File: src/rtl/envelope_mult_if.sv
// Multiply request/response bundle between the envelope generator and the
// shared shift-add multiplier.
interface envelope_mult_if #(
   parameter int WAVE_W = 12,
   parameter int ENV_W  = 8
);
   // Handshake: start_i is a one-cycle request honoured only while idle
   // (busy_o low); wave_i/env_i are captured on that edge. ready_o pulses
   // once per accepted request, and product_o/product_full_o stay valid
   // from that pulse until the next one.
   logic                      start_i;
   logic [WAVE_W-1:0]         wave_i;
   logic [ENV_W-1:0]          env_i;
   logic                      busy_o;
   logic                      ready_o;
   logic [WAVE_W-1:0]         product_o;
   logic [WAVE_W+ENV_W-1:0]   product_full_o;
   logic [1:0]                state_o;

   modport master (
      output start_i, wave_i, env_i,
      input  busy_o, ready_o, product_o, product_full_o, state_o
   );

   modport slave (
      input  start_i, wave_i, env_i,
      output busy_o, ready_o, product_o, product_full_o, state_o
   );
endinterface

File: src/rtl/envelope_mult.sv
// Signed-by-unsigned shift-add multiplier, one multiplier bit per cycle,
// time-shared by the three voices between waveform path and mixer.
module envelope_mult #(
   parameter int WAVE_W = 12,
   parameter int ENV_W  = 8
) (
   input  logic            clk_i,
   input  logic            rst_i,
   envelope_mult_if.slave  bus
);
   localparam int FULL_W = WAVE_W + ENV_W;
   localparam int CNT_W  = $clog2(ENV_W + 1);
   localparam logic [CNT_W-1:0] LAST_CNT = CNT_W'(ENV_W - 1);

   typedef enum logic [1:0] {
      IDLE = 2'd0,
      RUN  = 2'd1,
      DONE = 2'd2
   } state_t;

   state_t              state_q, state_d;
   logic [FULL_W-1:0]   mcand_q;
   logic [FULL_W-1:0]   acc_q;
   logic [FULL_W-1:0]   acc_sum;
   logic [FULL_W-1:0]   full_q;
   logic [ENV_W-1:0]    mplier_q;
   logic [CNT_W-1:0]    cnt_q;
   logic                last_run;

   // Modular addition is exact here: the true product always fits FULL_W bits.
   assign acc_sum = acc_q + (mplier_q[0] ? mcand_q : '0);

   always_comb begin
      state_d  = state_q;
      last_run = 1'b0;
      case (state_q)
         IDLE: if (bus.start_i) state_d = RUN;
         RUN: begin
            if (cnt_q == LAST_CNT) begin
               last_run = 1'b1;
               state_d  = DONE;
            end
         end
         DONE:    state_d = IDLE;
         default: state_d = IDLE;
      endcase
   end

   always_ff @(posedge clk_i or posedge rst_i) begin
      if (rst_i) state_q <= IDLE;
      else       state_q <= state_d;
   end

   always_ff @(posedge clk_i or posedge rst_i) begin
      if (rst_i) begin
         mcand_q  <= '0;
         mplier_q <= '0;
         acc_q    <= '0;
         cnt_q    <= '0;
         full_q   <= '0;
      end else begin
         case (state_q)
            IDLE: begin
               if (bus.start_i) begin
                  mcand_q  <= {{ENV_W{bus.wave_i[WAVE_W-1]}}, bus.wave_i};
                  mplier_q <= bus.env_i;
                  acc_q    <= '0;
                  cnt_q    <= '0;
               end
            end
            RUN: begin
               acc_q    <= acc_sum;
               mcand_q  <= mcand_q << 1;
               mplier_q <= mplier_q >> 1;
               cnt_q    <= cnt_q + 1'b1;
               if (last_run) full_q <= acc_sum;
            end
            default: ;
         endcase
      end
   end

   assign bus.busy_o         = (state_q != IDLE);
   assign bus.ready_o        = (state_q == DONE);
   assign bus.product_full_o = full_q;
   assign bus.product_o      = full_q[FULL_W-1:ENV_W];
   assign bus.state_o        = state_q;
endmodule

File: src/flat_wrapper.sv
// flat-port wrapper written by rule: the top's interface ports become plain ports
module envelope_mult_flat 
#(
   parameter int WAVE_W = 12,
   parameter int ENV_W  = 8
)
  (clk_i, rst_i, bus_start_i, bus_wave_i, bus_env_i, bus_busy_o, bus_ready_o, bus_product_o, bus_product_full_o, bus_state_o);
  envelope_mult_if #(.WAVE_W(WAVE_W), .ENV_W(ENV_W)) bus_i ();
  input  logic clk_i;
  input  logic rst_i;
  input wire logic [$bits(bus_i.start_i)-1:0] bus_start_i;
  input wire logic [$bits(bus_i.wave_i)-1:0] bus_wave_i;
  input wire logic [$bits(bus_i.env_i)-1:0] bus_env_i;
  output wire logic [$bits(bus_i.busy_o)-1:0] bus_busy_o;
  output wire logic [$bits(bus_i.ready_o)-1:0] bus_ready_o;
  output wire logic [$bits(bus_i.product_o)-1:0] bus_product_o;
  output wire logic [$bits(bus_i.product_full_o)-1:0] bus_product_full_o;
  output wire logic [$bits(bus_i.state_o)-1:0] bus_state_o;
  assign bus_i.start_i = bus_start_i;
  assign bus_i.wave_i = bus_wave_i;
  assign bus_i.env_i = bus_env_i;
  assign bus_busy_o = bus_i.busy_o;
  assign bus_ready_o = bus_i.ready_o;
  assign bus_product_o = bus_i.product_o;
  assign bus_product_full_o = bus_i.product_full_o;
  assign bus_state_o = bus_i.state_o;
  envelope_mult #(.WAVE_W(WAVE_W), .ENV_W(ENV_W)) u_core (.clk_i(clk_i), .rst_i(rst_i), .bus(bus_i));
endmodule
File: config.mk
export PLATFORM = sky130hd
export DESIGN_NAME = envelope_mult_flat
export DESIGN_NICKNAME = d
export VERILOG_FILES = /design/src/rtl/envelope_mult_if.sv /design/src/rtl/envelope_mult.sv /design/src/flat_wrapper.sv
export SDC_FILE = /design/constraint.sdc
export NUM_CORES = 1
export LEC_CHECK = 0
export BUFFER_PORTS_ARGS = -buffer_cell sky130_fd_sc_hd__buf_2
export CORE_AREA = 2 2 83 101
export CTS_CLUSTER_SIZE = 14
export DETAILED_ROUTE_END_ITERATION = 10
export DIE_AREA = 0 0 85 103
export GPL_TIMING_DRIVEN = 0
export PLACE_DENSITY = 0.86
export REMOVE_ABC_BUFFERS = 1
export SLEW_MARGIN = 20
export SYNTH_ARGS = -nofsm -noshare
export SYNTH_HDL_FRONTEND = slang
export SYNTH_SLANG_ARGS = --single-unit
File: constraint.sdc
create_clock -name clk_i -period 3.01 [get_ports clk_i]
set_input_delay 0.903 -clock clk_i [delete_from_list [all_inputs] [get_ports clk_i]]
set_output_delay 0.903 -clock clk_i [all_outputs]
set_load 0.02 [all_outputs]
==> flow_metrics.py <==
metrics = {
    "timing": {
        "rsz0062_at_grt": "no",
        "tightest_slew_ns": 0.751,
        "finalCriticalPeriod_ns": 2.91,
        "clock.fmax_ghz": 0.344,
        "drv_slew": 0,
        "period_share_pct": 96.5,
        "finalSetupViolCount": 0,
        "setup_tns_ns": 0,
        "maxSlewHeadroom_pct": 49.8,
        "timing_hold_violations_final": 0,
        "skew_ns": 0.0134,
    },
    "floorplanning": {
        "rows": 36,
        "die-height_um": 103,
        "coreArea_sq_um": 7880,
        "die_area_sq_um": 8760,
        "die_width_um": 85,
        "ios": 59,
        "start_util_pct": 53.5,
    },
    "synthesis": {
        "yosysUniqueCellTypes": 45,
        "synthFlopType": "dfrtp_1",
        "ys_warn_count": 0,
        "netlist_area_sq_um": 4220,
        "synthArstFlopShare_pct": 100,
        "synthCells": 447,
        "syn_avg_cell_area_sq_um": 9.44,
        "ys_ff_latch": 74,
        "synth_edf_count": 0,
        "seq_area_frac_synth_pct": 43.9,
    },
    "critical_path": {
        "cp_max_fo": 12,
        "r2r-end": "u_core.bus.product_full_o[16]",
        "crit_arrival_ns": 3.15,
        "reg2reg_from": "u_core.mplier_q[0]",
        "cp-end-kind": "register",
        "endpoint": "u_core.bus.product_full_o[16]",
        "path_class": "register to register",
        "cp.required_ns": 3.26,
        "ff2ff_path_depth": 10,
        "reg2reg_slack_ns": 0.10,
        "start_kind": "register",
        "crit_start": "u_core.mplier_q[0]",
    },
    "layout": {
        "area_delta_synth_final_pct": 12.1,
        "final_layout_size_suffix_gt1_share_pct": 21.1,
        "fin_cells": 582,
        "final_cell_mix": "dfrtp_1 (71), nand2_1 (60), buf_2 (58)",
        "num-fill-cells": 670,
        "layout_commonest_cell": "dfrtp_1",
        "final_nets": 526,
        "diodes": 0,
    },
    "detailed_routing": {
        "firstDrtPassIters": 6,
        "drc": 0,
        "vias": 3504,
        "wirelength_um": 9440,
        "drtIter0Drc": 240,
        "vias_per_cell": 6.02,
        "antenna_left": 0,
        "wl_per_cell_um": 16.2,
    },
    "global_routing": {
        "grt_usage_pct": 23.2,
        "grt_overflow": 0,
        "grt_pass1_wl_um": 16100,
        "grt_start_max_net_pins": 44,
        "grt_pass1_vias": 3494,
        "antenna_found_initial": 0,
    },
    "cts": {
        "clock_path_buffers": 2,
        "clockRootBuffer": "clkbuf_8",
        "cts_buffers": 9,
        "clk_latency_ns": 0.37,
        "cts.sinks": 74,
        "htree_levels": 3,
        "tritoncts": "built",
        "path_clk_slew_ns": 0.07,
    },
    "placement": {
        "hpwl_um": 6400,
        "numPortBuffers": 58,
        "placed_cells": 564,
        "routabilityCongestion": 0.825,
    },
    "flow_run": {
        "cap_violations": 0,
    },
    "outcome": {
        "status": "complete, no violations",
    },
    "power_and_ir_drop": {
        "finalPower_mw": 4.67,
        "ir_drop_v": 0.000578,
        "pwr_density_cell_nw_per_um2": 987,
        "power_leakage_nw": 2.28,
    },
    "hold_path": {
        "hp-class": "register to register",
        "hold_start": "u_core.bus.product_full_o[5]",
    },
}
## worst max-delay path: stages (launching register included)
cell and delay [ns]:
dfrtp_2 0.49, and2_1 0.19, ha_1 0.22, fa_1 0.43
a21oi_2 0.17, o21ai_0 0.17, a211oi_2 0.32, nor3_1 0.12
a211oi_2 0.27, xnor2_1 0.13, mux2_2 0.28
## sequential cells by signal, indices dropped and copies added (netlist names)
signal and flops:
u_core.acc_q 20, u_core.bus.product_full_o 20, u_core.bus.state_o 2, u_core.cnt_q 4, u_core.mcand_q 20, u_core.mplier_q 8
## cell type report
cell class	instances	area (sq um)	area share [%]
inverter	7	30.0	0.635
multi-input combinational	328	2180	46.1
tap	95	119	2.51
sequential	74	1860	39.2
clock inverter	5	38.8	0.820
timing repair buffer	62	353	7.46
clock buffer	11	151	3.20
## report_power, final
group	leakage [nW]	switching (mW)	total [mW]	internal (mW)
logic	1.24	1.22	2.12	0.902
registers	0.962	0.401	1.81	1.41
clock network	0.0838	0.392	0.737	0.345
total	2.28	2.01	4.67	2.66
## kinds of logic (layout without fill, tap and decap cells)
family          Yosys count  after routing  share of synthesized area, %
compound gates          146            146                          23.2
xor+xnor                 19             19                          3.94
fa+ha+maj                21             21                          6.40
buf+inv                  45             85                          5.07
flops                    74             74                          43.9
mux                       5              5                          1.33
simple gates            137            137                          16.2
## through the flow
step                      instance area (sq um)  worst slack, ns  util [%]  hold slack, ns
after global placement                     4440            -2.96      56.3           0.454
after detailed placement                   4510           -0.433      57.2           0.459
after CTS                                  4710          0.00970      59.8           0.478
final                                      4730            0.105      60.0           0.473
after floorplan                            4030            -1.07         -           0.450
after global routing                       4730          0.00464      60.0           0.498
## cells in the mapped netlist, types with 6 or more instances
cell type  instances  area [sq um]
inv_1              6          22.5
buf_4             12          90.1
nor2b_1           21           131
xor2_1             7          61.3
a221o_1           10           100
a22o_1            18           158
clkbuf_1          25          93.8
xnor2_1           12           105
dfrtp_1           74          1850
nand2_1           61           229
nor2_1             8          30.0
nand2b_1          10          62.6
a21oi_1           46           230
a22oi_1           14           105
and2_1            21           131
ha_1              20           250
o21ai_0           33           165
## repair_timing
item | 4_1_cts | 5_1_grt
gates resized for setup | 4 | 2
hold buffers | 0 | 0
buffers inserted | 1 | 1
pin swaps | 1 | 1
endpoints found under the setup margin | 19 | 10
## worst min-delay path by stage
stage                                    to  slack, ns  cells after the start
2_1_floorplan            u_core.mplier_q[5]       0.45                      2
3_3_place_gp   u_core.bus.product_full_o[4]       0.45                      2
3_5_place_dp   u_core.bus.product_full_o[5]       0.46                      2
4_1_cts        u_core.bus.product_full_o[5]       0.48                      2
5_1_grt        u_core.bus.product_full_o[6]       0.50                      2
6_report       u_core.bus.product_full_o[5]       0.47                      2
## metal layers
layer  part of all wire, %  GRT usage, %
met1                    41          28.8
met2                    51          39.3
met3                   5.1          4.72
met4                   2.6          10.9
met5                     0             0
Note: power is estimated with default switching activity, not from simulation.
